==> src/rtl/ras_ckpt_pkg.sv <==
// rtl/ras_ckpt_pkg.sv - shared widths and checkpoint record for the return address stack
// The record carries tos only when RAS_TOS_REPAIR_EN is defined.
package ras_ckpt_pkg;

   localparam int RAS_ENTRIES    = 8;
   localparam int RAS_ADDR_W     = 32;
   localparam int RAS_CKPT_DEPTH = 8;

   localparam int RAS_IDX_W      = $clog2(RAS_ENTRIES);
   localparam int RAS_CNT_W      = RAS_IDX_W + 1;
   localparam int RAS_CKPT_PTR_W = $clog2(RAS_CKPT_DEPTH);

   typedef struct packed {
      logic [RAS_IDX_W-1:0]  idx;
      logic [RAS_CNT_W-1:0]  cnt;
`ifdef RAS_TOS_REPAIR_EN
      logic [RAS_ADDR_W-1:0] tos;
`endif
   } ras_ckpt_t;

endpackage

==> src/rtl/lutram_1w_1r.sv <==
// rtl/lutram_1w_1r.sv - distributed RAM, one synchronous write port, one asynchronous read port
// Contents are not reset.
module lutram_1w_1r #(
   parameter type DATA_TYPE = logic,
   parameter int  DEPTH     = 8
) (
   input  logic                     clk,
   input  logic                     we,
   input  logic [$clog2(DEPTH)-1:0] waddr,
   input  DATA_TYPE                 wdata,
   input  logic [$clog2(DEPTH)-1:0] raddr,
   output DATA_TYPE                 rdata
);

   DATA_TYPE mem [DEPTH];

   always_ff @(posedge clk) begin
      if (we) mem[waddr] <= wdata;
   end

   assign rdata = mem[raddr];

endmodule

==> src/rtl/ras_ckpt_fifo.sv <==
// rtl/ras_ckpt_fifo.sv - checkpoint FIFO for the return address stack
// Full flag is registered from the post-update count; clear wins over push and pop.
module ras_ckpt_fifo
   import ras_ckpt_pkg::*;
#(
   parameter int DEPTH = RAS_CKPT_DEPTH
) (
   input  logic      clk,
   input  logic      rst_n,
   input  logic      push,
   input  ras_ckpt_t data_in,
   input  logic      pop,
   input  logic      clear,
   output ras_ckpt_t data_out,
   output logic      full,
   output logic      empty
);

   localparam int PTR_W = $clog2(DEPTH);

   ras_ckpt_t        mem [DEPTH];
   logic [PTR_W-1:0] rd_ptr, wr_ptr;
   logic [PTR_W:0]   count, count_n;
   logic             full_q;

   always_comb begin
      count_n = count;
      if (clear) begin
         count_n = '0;
      end else begin
         case ({push, pop})
            2'b10:   count_n = count + 1'b1;
            2'b01:   count_n = count - 1'b1;
            default: count_n = count;
         endcase
      end
   end

   always_ff @(posedge clk or negedge rst_n) begin
      if (!rst_n) begin
         rd_ptr <= '0;
         wr_ptr <= '0;
         count  <= '0;
         full_q <= 1'b0;
      end else begin
         count  <= count_n;
         full_q <= (count_n == (PTR_W+1)'(DEPTH));
         if (clear) begin
            rd_ptr <= '0;
            wr_ptr <= '0;
         end else begin
            if (push) wr_ptr <= wr_ptr + 1'b1;
            if (pop)  rd_ptr <= rd_ptr + 1'b1;
         end
      end
   end

   always_ff @(posedge clk) begin
      if (push && !clear) mem[wr_ptr] <= data_in;
   end

   assign data_out = mem[rd_ptr];
   assign empty    = (count == '0);
   assign full     = full_q;

endmodule

==> src/rtl/ras_ckpt.sv <==
// rtl/ras_ckpt.sv - return address stack with branch checkpoints and flush restore
// Define RAS_TOS_REPAIR_EN to also checkpoint and rewrite the top-of-stack entry on flush.
module ras_ckpt
   import ras_ckpt_pkg::*;
#(
   parameter int ENTRIES    = RAS_ENTRIES,
   parameter int ADDR_W     = RAS_ADDR_W,
   parameter int CKPT_DEPTH = RAS_CKPT_DEPTH
) (
   input  logic              clk,
   input  logic              rst_n,
   input  logic              push,
   input  logic              pop,
   input  logic [ADDR_W-1:0] new_addr,
   input  logic              branch_fetched,
   input  logic              branch_retired,
   input  logic              fetch_flush,
   output logic [ADDR_W-1:0] addr,
   output logic              pred_valid,
   output logic              ckpt_full
);

   localparam int IDX_W = $clog2(ENTRIES);
   localparam int CNT_W = IDX_W + 1;

   logic [IDX_W-1:0]  idx, idx_n, waddr;
   logic [CNT_W-1:0]  cnt, cnt_n;
   logic              we;
   logic [ADDR_W-1:0] wdata;
   ras_ckpt_t         ck_in, ck_head;
   logic              ck_push, ck_pop, ck_full, ck_empty;

   // A full queue still accepts a checkpoint when a retire frees a slot the same cycle.
   assign ck_pop  = branch_retired & ~fetch_flush & ~ck_empty;
   assign ck_push = branch_fetched & ~fetch_flush & (~ck_full | ck_pop);

   always_comb begin
      ck_in     = '0;
      ck_in.idx = idx;
      ck_in.cnt = cnt;
`ifdef RAS_TOS_REPAIR_EN
      ck_in.tos = addr;
`endif
   end

   always_comb begin
      idx_n = idx;
      cnt_n = cnt;
      we    = 1'b0;
      waddr = idx;
      wdata = new_addr;
      if (fetch_flush) begin
         if (!ck_empty) begin
            idx_n = ck_head.idx;
            cnt_n = ck_head.cnt;
`ifdef RAS_TOS_REPAIR_EN
            we    = 1'b1;
            waddr = ck_head.idx;
            wdata = ck_head.tos;
`endif
         end
      end else if (push && pop) begin
         we = 1'b1;
         if (cnt == '0) cnt_n = CNT_W'(1);
      end else if (push) begin
         we    = 1'b1;
         waddr = idx + 1'b1;
         idx_n = idx + 1'b1;
         if (cnt != CNT_W'(ENTRIES)) cnt_n = cnt + 1'b1;
      end else if (pop && cnt != '0) begin
         idx_n = idx - 1'b1;
         cnt_n = cnt - 1'b1;
      end
   end

   always_ff @(posedge clk or negedge rst_n) begin
      if (!rst_n) begin
         idx <= '0;
         cnt <= '0;
      end else begin
         idx <= idx_n;
         cnt <= cnt_n;
      end
   end

   lutram_1w_1r #(
      .DATA_TYPE (logic [ADDR_W-1:0]),
      .DEPTH     (ENTRIES)
   ) u_ram (
      .clk   (clk),
      .we    (we),
      .waddr (waddr),
      .wdata (wdata),
      .raddr (idx),
      .rdata (addr)
   );

   ras_ckpt_fifo #(
      .DEPTH (CKPT_DEPTH)
   ) u_fifo (
      .clk      (clk),
      .rst_n    (rst_n),
      .push     (ck_push),
      .data_in  (ck_in),
      .pop      (ck_pop),
      .clear    (fetch_flush),
      .data_out (ck_head),
      .full     (ck_full),
      .empty    (ck_empty)
   );

   assign pred_valid = (cnt != '0);
   assign ckpt_full  = ck_full;

endmodule

==> config.mk <==
export PLATFORM = sky130hd
export DESIGN_NAME = ras_ckpt
export DESIGN_NICKNAME = d
export VERILOG_FILES = /design/src/rtl/ras_ckpt_pkg.sv /design/src/rtl/lutram_1w_1r.sv /design/src/rtl/ras_ckpt_fifo.sv /design/src/rtl/ras_ckpt.sv
export SDC_FILE = /design/constraint.sdc
export NUM_CORES = 1
export LEC_CHECK = 0
export ABC_AREA = 0
export CAP_MARGIN = 20
export CORE_MARGIN = 5
export CORE_UTILIZATION = 55
export CTS_CLUSTER_SIZE = 30
export DETAILED_ROUTE_END_ITERATION = 12
export GPL_TIMING_DRIVEN = 0
export PLACE_DENSITY = 0.79
export SLEW_MARGIN = 20
export SYNTH_ARGS = -nofsm -noshare
export SYNTH_HDL_FRONTEND = slang
export SYNTH_SLANG_ARGS = --single-unit
==> constraint.sdc <==
create_clock -name clk -period 3.8 [get_ports clk]
set_input_delay 0.76 -clock clk [delete_from_list [all_inputs] [get_ports clk]]
set_output_delay 0.76 -clock clk [all_outputs]
set_load 0.02 [all_outputs]
# == Word level (Yosys, flattened, before mapping) ==
# Memories as Yosys holds them, arrays and structs flattened.
# Index checks and enable logic that the tools add are counted.
# Widths: inputs -> output; s select.
# word_totals
mem_bits_rw,312
n_memories,2
reg_bits,18
wordCells,73
latchBits,0
mem_bits_ro,0
# op_classes
reduce_logical,13
n_mul,0
muxes,28
eq_ne,8
div,0
bitwise,8
magnitude_cmp,0
shift,0
n_addsub,8
# memory_table
memory,words,width,rd,rd_clocked_by_memory_dff,wr,line_no,rtl
u_ram.mem,8,32,1,0,1,lutram_1w_1r.sv:15,DATA_TYPE mem [DEPTH];
u_fifo.mem,8,7,1,0,1,ras_ckpt_fifo.sv:21,ras_ckpt_t mem [DEPTH];
# op_table
operator,count
$mux 3,12
$mux 4,8
$add 3x1->3 const B,3
$add 4x1->4 const B,2
$logic_not 4->1,2
$pmux 4 s2,1
$reduce_bool 4->1,2
$sub 4x1->4 const B,2
$mux 1,7
$and 1x1->1,4
$eq 4x4->1 const B,1
$ne 2x2->1 const B,2
$ne 4x1->1 const B,1
$ne 4x4->1 const B,1
$reduce_and 4->1,1
$reduce_bool 2->1,2
$logic_and 1x1->1,3
$ne 3x2->1 const B,1
$not 1->1,3
$reduce_and 3->1,1
$reduce_bool 3->1,1
$sub 3x1->3 const B,1
$eq 2x1->1 const B,1
$eq 2x2->1 const B,1
other kinds (2),2

# == Depth between registers and ports, before layout ==
# Gate-level depths: netlist (run 1).
# depth
depth_word,9
depth_mapped,13
ltp_nobuf,12

# == Modules after synthesis ==
# A second synthesis (run 1) with hierarchy kept.
# hier_totals
hier_cells,617
hier_area_um2,13344.0
# modules_own_cells
module,cells_each,instances,area_per_inst_um2
lutram_1w_1r,383,1,9825.7
ras_ckpt_fifo,156,1,2850.2
ras_ckpt,78,1,668.1

# == Worst setup path after synthesis (run 1) ==
# Ideal clock, no wire load.
# synth_path
kind,input -> register
start,in push
end,mem u_ram.mem[0][0] in the netlist's numbering (enable)
setup_ns,0.421
slack_ns,0.345
arrival_ns,3.034
required_ns,3.379
path_stages,5
cell_sequence,buf_6 -> inv_1 -> nor4b_1 -> xor2_1 -> nor2_1
# synth_via
elab_chain_cells,5
word_cells_on_any_way,9
# synth_rtl
element,line_no,rtl
"start, declared",ras_ckpt.sv:12,"input logic push,"
$mux 1 / $logic_and 1x1->1 (equally long branches),"ras_ckpt.sv:65, ras_ckpt.sv:62",
$mux 1,ras_ckpt.sv:62,end else if (push && pop) begin
$mux 1,ras_ckpt.sv:52,if (fetch_flush) begin
$mux 1,lutram_1w_1r.sv:18,if (we) mem[waddr] <= wdata;
$mux 1 (not written as such),lutram_1w_1r.sv:18,
"end, declared",lutram_1w_1r.sv:15,
# Several ways; a longest one is shown, not always the timed one.

# == Final worst setup path (run 1) ==
# layout_path
start,reg idx[1]
end,out addr[10]
# layout_via
elab_chain_cells,1
# layout_rtl
element,line_no,rtl
"start, declared",ras_ckpt.sv:26,"logic [IDX_W-1:0] idx, idx_n, waddr;"
"start signal, assigned",ras_ckpt.sv:81,idx <= idx_n;
$mem_v2 8x32,-,
"end, declared",ras_ckpt.sv:18,"output logic [ADDR_W-1:0] addr,"
# Every way passes these cells.

==> flow_summary.json, run 1 <==
{
  "finalClockSkew_ns": 0.0188,
  "total_power_mw": 11.0,
  "antenna_found_initial": 0,
  "cts_buffers": 35,
  "row_count": 56,
  "drt-pass1-iter-count": 5,
  "detail-route-antenna-nets": 0,
  "vias": 6472,
  "grt_max_degree": 21,
  "end_kind": "output pin",
  "min_path_type": "register to register",
  "final.fill_count": 1475,
  "hold_viol": 0,
  "maxCapViolations": 0,
  "ys_warn_count": 0,
  "layout_min_cycle_time_ns": 3.68,
  "synth_cell_types": 48,
  "grt_pass1_wl_microns": 41900,
  "viasPerCell": 6.00,
  "synth-edff-count": 312,
  "grtUsageTotal_pct": 21.0,
  "die_w_microns": 164,
  "dpl_worst_slack_ns": -0.147,
  "gp_congestion": 0.830,
  "timing.fmax_ghz": 0.271,
  "final_core_util_pct": 66.9,
  "clockBufferDepth": 3,
  "outcome": "complete, no violations",
  "fin_crit_sh_pct": 96.9,
  "place_hpwl_microns": 17000,
  "clk_latency_ns": 0.52,
  "start_util_pct": 55.8,
  "worst_pin_slew_ns": 0.938,
  "yosysSeqAreaShare_pct": 74.9,
  "grt-ovfl-total": 0,
  "syn_inst": 618,
  "io_pins": 73,
  "start_kind": "register",
  "wl_per_cell_microns": 25.0,
  "relSlewSlack_pct": 37.0,
  "cts.sinks": 330,
  "setup_ws_ns": 0.117,
  "power_leakage_nw": 5.12,
  "root_buffer": "clkbuf_16",
  "clk_pin_slew_ns": 0.06,
  "final_nets": 786,
  "area_growth_pct": 19.8,
  "rsz0062_at_grt": "false",
  "drive_above_1_share_pct": 28.6,
  "fin_setup_tns_ns": 0,
  "synthFlopType": "edfxtp_1",
  "cp_max_fo": 13,
  "dieArea_sq_mm": 0.0270,
  "synth_nets": 667,
  "antenna_cells_inserted": 0,
  "cp.arrival_ns": 2.92,
  "cts_max_level": 2,
  "syn_avg_cell_area_sq_um": 21.2,
  "synth_seq_cells": 330,
  "worstSetupPathType": "register to output pin",
  "cts-hold-fix-buffers": 0,
  "coreArea_sq_mm": 0.0235,
  "finalSetupViolations": 0,
  "regToRegSetupSlack_ns": 0.53,
  "ir_drop_mv": 0.639,
  "dpl.cell_count": 1019,
  "grt_pass1_vias": 7091,
  "fin_cells": 1079,
  "cp.required_ns": 3.04,
  "drc": 0,
  "cts_tree": "done",
  "slew_viol_final": 0,
  "power.density_mw_per_mm2": 702,
  "routed_wirelength_microns": 27000,
  "async_flop_share_pct": 5.45,
  "port_buffers": 72,
  "synth_area_sq_mm": 0.0131,
  "drtIter0Drc": 511,
  "dieHeight_microns": 164
}
synthesized netlist by cell type, types with 3 or more instances:
| cell | count | share of area [%] |
|---|---|---|
| o21ai_0 | 7 | 0.27 |
| mux4_2 | 78 | 13 |
| nor3_1 | 6 | 0.23 |
| nand2_1 | 11 | 0.32 |
| buf_6 | 5 | 0.43 |
| nor2_1 | 34 | 0.97 |
| edfxtp_1 | 312 | 71 |
| dfrtp_1 | 18 | 3.4 |
| a21oi_1 | 12 | 0.46 |
| mux2i_1 | 5 | 0.38 |
| mux2_2 | 37 | 3.2 |
| xor2_1 | 7 | 0.47 |
| clkbuf_1 | 11 | 0.32 |
| ha_1 | 9 | 0.86 |
| inv_1 | 8 | 0.23 |
| a22oi_1 | 3 | 0.17 |
| xnor2_1 | 7 | 0.47 |
| buf_2 | 9 | 0.34 |
worst max-delay path: stages (launching register included):
cell and delay [ns]:
dfrtp_2 0.51, buf_2 0.34, buf_2 0.35, mux4_2 0.37, mux2_2 0.30, clkdlybuf4s50_1 0.54
report_power, final:
group / internal, mW / switching, mW / leakage [nW]
clock network: 1.93 / 1.33 / 0.543
logic: 1.60 / 1.63 / 1.53
registers: 4.34 / 0.183 / 3.05
total: 7.87 / 3.15 / 5.12
flip-flops by register name, indices dropped and copies added (netlist names):
signal and count:
u_fifo.wr_ptr 3, cnt 4, u_fifo.count 4, u_fifo.rd_ptr 3
u_ram.mem 256, u_fifo.mem 56, u_fifo.full 1, idx 3
timing repair:
action | CTS | global route
setup endpoints to repair | 32 | 32
pin swaps | 0 | 0
buffers inserted | 0 | 0
endpoints found under the hold margin | 0 | 0
gates resized for setup | 15 | 2
cells in the final DEF (no fill, tap or decap), types with 8 or more instances in the layout:
cell type,count
a21oi_1,12
clkbuf_16,35
inv_1,8
ha_1,9
buf_16,8
nor2_4,8
clkdlybuf4s50_1,72
dfrtp_1,16
nor2_1,26
mux4_2,78
nand2_1,11
clkbuf_1,17
mux2_2,37
edfxtp_1,312
layout make-up:
type / count / area [sq um] / area share [%]
buffer: 29 / 213 / 1.36
clock buffer: 47 / 961 / 6.12
multi-input combinational: 251 / 3150 / 20.1
clock inverter: 13 / 141 / 0.901
tap: 319 / 399 / 2.54
timing repair buffer: 82 / 981 / 6.25
inverter: 8 / 30.0 / 0.191
sequential: 330 / 9820 / 62.6
logic make-up (layout without fill, tap and decap cells):
family,count (synthesis),in the layout,synth area share (%)
flops,330,330,74.9
fa+ha+maj,10,10,1.01
compound gates,38,38,2.04
simple gates,69,69,2.53
buf+inv,37,179,1.58
mux,120,120,17.0
xor+xnor,14,14,0.936
per-stage QoR:
stage	hold WS (ns)	cell area [sq um]
2_1_floorplan	0.464	13100
3_3_place_gp	0.571	14200
3_5_place_dp	0.610	14500
4_1_cts	0.629	15700
5_1_grt	0.609	15700
6_report	0.585	15700
layer usage:
| layer | vias up | track usage [%] | share of wire, % |
|---|---|---|---|
| met5 | - | 0 | 0 |
| met4 | 0 | 5.60 | 1.9 |
| met3 | 43 | 3.94 | 6.6 |
| met2 | 246 | 36.2 | 52 |
| met1 | 3397 | 27.8 | 39 |
| li1 | 2786 | - | - |
worst paths after layout:
path                                          from                            to  cells after the start
worst max-delay path            idx[1]$_DFFE_PN0P_                      addr[10]                      5
worst min-delay path            idx[0]$_DFFE_PN0P_    u_fifo.mem[6][4]$_DFFE_PP_                      0
worst max register to register  idx[0]$_DFFE_PN0P_    u_ram.mem[7][18]$_DFFE_PP_                      8
worst min register to register  idx[0]$_DFFE_PN0P_    u_fifo.mem[6][4]$_DFFE_PP_                      0
max in group asynchronous                    rst_n            idx[1]$_DFFE_PN0P_                      1
min in group asynchronous                    rst_n  u_fifo.rd_ptr[1]$_DFFE_PN0P_                      1
Power figures use the tool's default switching activity.
==> run 2: changes to the inputs <==
--- a/config.mk
+++ b/config.mk
@@ -11,8 +11,9 @@
 export CORE_UTILIZATION = 55
 export CTS_CLUSTER_SIZE = 30
 export DETAILED_ROUTE_END_ITERATION = 12
+export DONT_BUFFER_PORTS = 1
 export GPL_TIMING_DRIVEN = 0
-export PLACE_DENSITY = 0.79
+export PLACE_DENSITY = 0.75
 export SLEW_MARGIN = 20
 export SYNTH_ARGS = -nofsm -noshare
 export SYNTH_HDL_FRONTEND = slang
==> run 2 against run 1 <==
Effect of this change:
- flip-flop and latch count stayed put
- largest power group unchanged
- setup slack improved by 0.045 ns
- worst hold slack worse by 0.25 ns
- register-to-register slack lost 0.14 ns
- via count shrank 5.9%
- count of clock-buffer cells in the layout down 8
- critical endpoint unchanged
==> flow_summary.json, run 2 (synthesis results as in run 1) <==
{
  "clockBufferDepth": 3,
  "min_path_type": "primary input to register",
  "wl_met3_microns": 2140,
  "vias": 6093,
  "hold_slack_ns": 0.333,
  "grt_pass1_wl_microns": 39800,
  "placed_area_sq_mm": 0.0138,
  "cp.arrival_ns": 2.88,
  "end_kind": "output pin",
  "dieArea_sq_mm": 0.0270,
  "die_w_microns": 164,
  "drc": 0,
  "met2WireLength_microns": 12700,
  "layout_min_cycle_time_ns": 3.64,
  "maxCapViolations": 0,
  "final.fill_count": 1558,
  "power_leakage_nw": 4.75,
  "clk_latency_ns": 0.51,
  "outcome": "complete, no violations",
  "grtUsageTotal_pct": 19.9,
  "ir_drop_mv": 0.494,
  "wl_met1_microns": 10600,
  "wl_per_cell_microns": 25.7,
  "highest_layer": "met4",
  "routed_wirelength_microns": 25900,
  "io_pins": 73,
  "finalSetupViolations": 0,
  "slew_viol_final": 0,
  "rsz0062_at_grt": "false",
  "cts_max_level": 2,
  "grt-ovfl-total": 0,
  "final_cell_mix": "edfxtp_1, mux4_2, mux2_2, clkbuf_16, nor2_1",
  "largest_reg_flops": 256,
  "antenna_found_initial": 0,
  "coreArea_sq_mm": 0.0235,
  "mostFrequentLayoutCell": "edfxtp_1",
  "drt-pass1-iter-count": 5,
  "relSlewSlack_pct": 38.8,
  "cts_tree": "done",
  "gp_congestion": 0.856,
  "final_core_util_pct": 63.0,
  "cts.sinks": 330,
  "largest-register": "u_ram.mem",
  "finalClockSkew_ns": 0.0164,
  "cp.required_ns": 3.04,
  "detail-route-antenna-nets": 0,
  "worstSetupPathType": "register to output pin",
  "antenna_cells_inserted": 0,
  "power.density_mw_per_mm2": 686,
  "final_nets": 714,
  "dieHeight_microns": 164,
  "hold_viol": 0,
  "grt_pass1_vias": 6525,
  "start_kind": "register",
  "drive_above_1_share_pct": 29.7,
  "start_util_pct": 55.8,
  "reg_top3": "u_ram.mem: 256 flops, u_fifo.mem: 56 flops",
  "place_hpwl_microns": 15600,
  "grt_max_degree": 22,
  "fin_crit_sh_pct": 95.8,
  "final_area_sq_mm": 0.0148,
  "area_growth_pct": 12.9,
  "cts_buffers": 35,
  "row_count": 56,
  "fin_setup_tns_ns": 0,
  "port_buffers": 0,
  "viasPerCell": 6.06,
  "drtIter0Drc": 692,
  "root_buffer": "clkbuf_16",
  "timing.fmax_ghz": 0.275,
  "worst_pin_slew_ns": 0.911,
  "clk_pin_slew_ns": 0.06,
  "cp_max_fo": 13
}
run 2: path summary, 6_finish.rpt:
path	startpoint	endpoint	slack [ns]	cells after the start
worst max-delay path	idx[1]$_DFFE_PN0P_	addr[10]	0.16	4
worst min register to register	u_fifo.wr_ptr[0]$_DFFE_PN0P_	u_fifo.wr_ptr[0]$_DFFE_PN0P_	0.60	2
worst max register to register	idx[0]$_DFFE_PN0P_	u_ram.mem[7][4]$_DFFE_PP_	0.39	8
min in group asynchronous	rst_n	u_fifo.wr_ptr[2]$_DFFE_PN0P_	0.80	1
max in group asynchronous	rst_n	u_fifo.wr_ptr[1]$_DFFE_PN0P_	2.48	1
worst min-delay path	new_addr[20]	u_ram.mem[4][20]$_DFFE_PP_	0.33	0
run 2: area by class of cell:
| cell class | instances | area (sq um) | area share, % |
|---|---|---|---|
| flip-flops and latches | 330 | 9820 | 66.4 |
| multi-input cells | 251 | 3150 | 21.3 |
| clock buffers | 39 | 891 | 6.02 |
| well taps | 319 | 399 | 2.70 |
| repair buffers | 10 | 213 | 1.44 |
| plain buffers | 29 | 178 | 1.20 |
| clock inverters | 19 | 116 | 0.787 |
| inverters | 8 | 30.0 | 0.203 |
run 2: worst max-delay path, stage by stage (launching register included):
cell and delay [ns]:
dfrtp_1 0.59, buf_2 0.35, buf_1 0.64, mux4_2 0.41, mux2_2 0.36
run 2: routing by layer:
metal / vias to the layer above / global-route usage (%)
li1: 2630 / -
met5: - / 0
met2: 223 / 32.2
met3: 41 / 6.78
met1: 3199 / 26.9
met4: 0 / 4.23
run 2: per-stage QoR:
step | setup WS [ns] | std cells | power (mW)
floorplan | 0.345 | 618 | 6.53
global placement | -1.29 | 937 | 7.07
detailed placement | 0.439 | 946 | 7.22
CTS | 0.0960 | 1005 | 10.2
global route | 0.0287 | 1005 | 10.6
finish | 0.161 | 1005 | 10.2
run 2: repair_timing:
| item | CTS | global route |
|---|---|---|
| buffers inserted | 0 | 0 |
| hold buffers | 1 | 0 |
| gates resized for setup | 0 | 0 |
| endpoints found under the hold margin | 18 | 0 |
run 2: report_power, final:
part	switching [mW]	internal (mW)	leakage, nW
Clock	1.33	1.69	0.492
Sequential	0.183	4.34	3.05
Combinational	1.50	1.11	1.21
Total	3.01	7.14	4.75
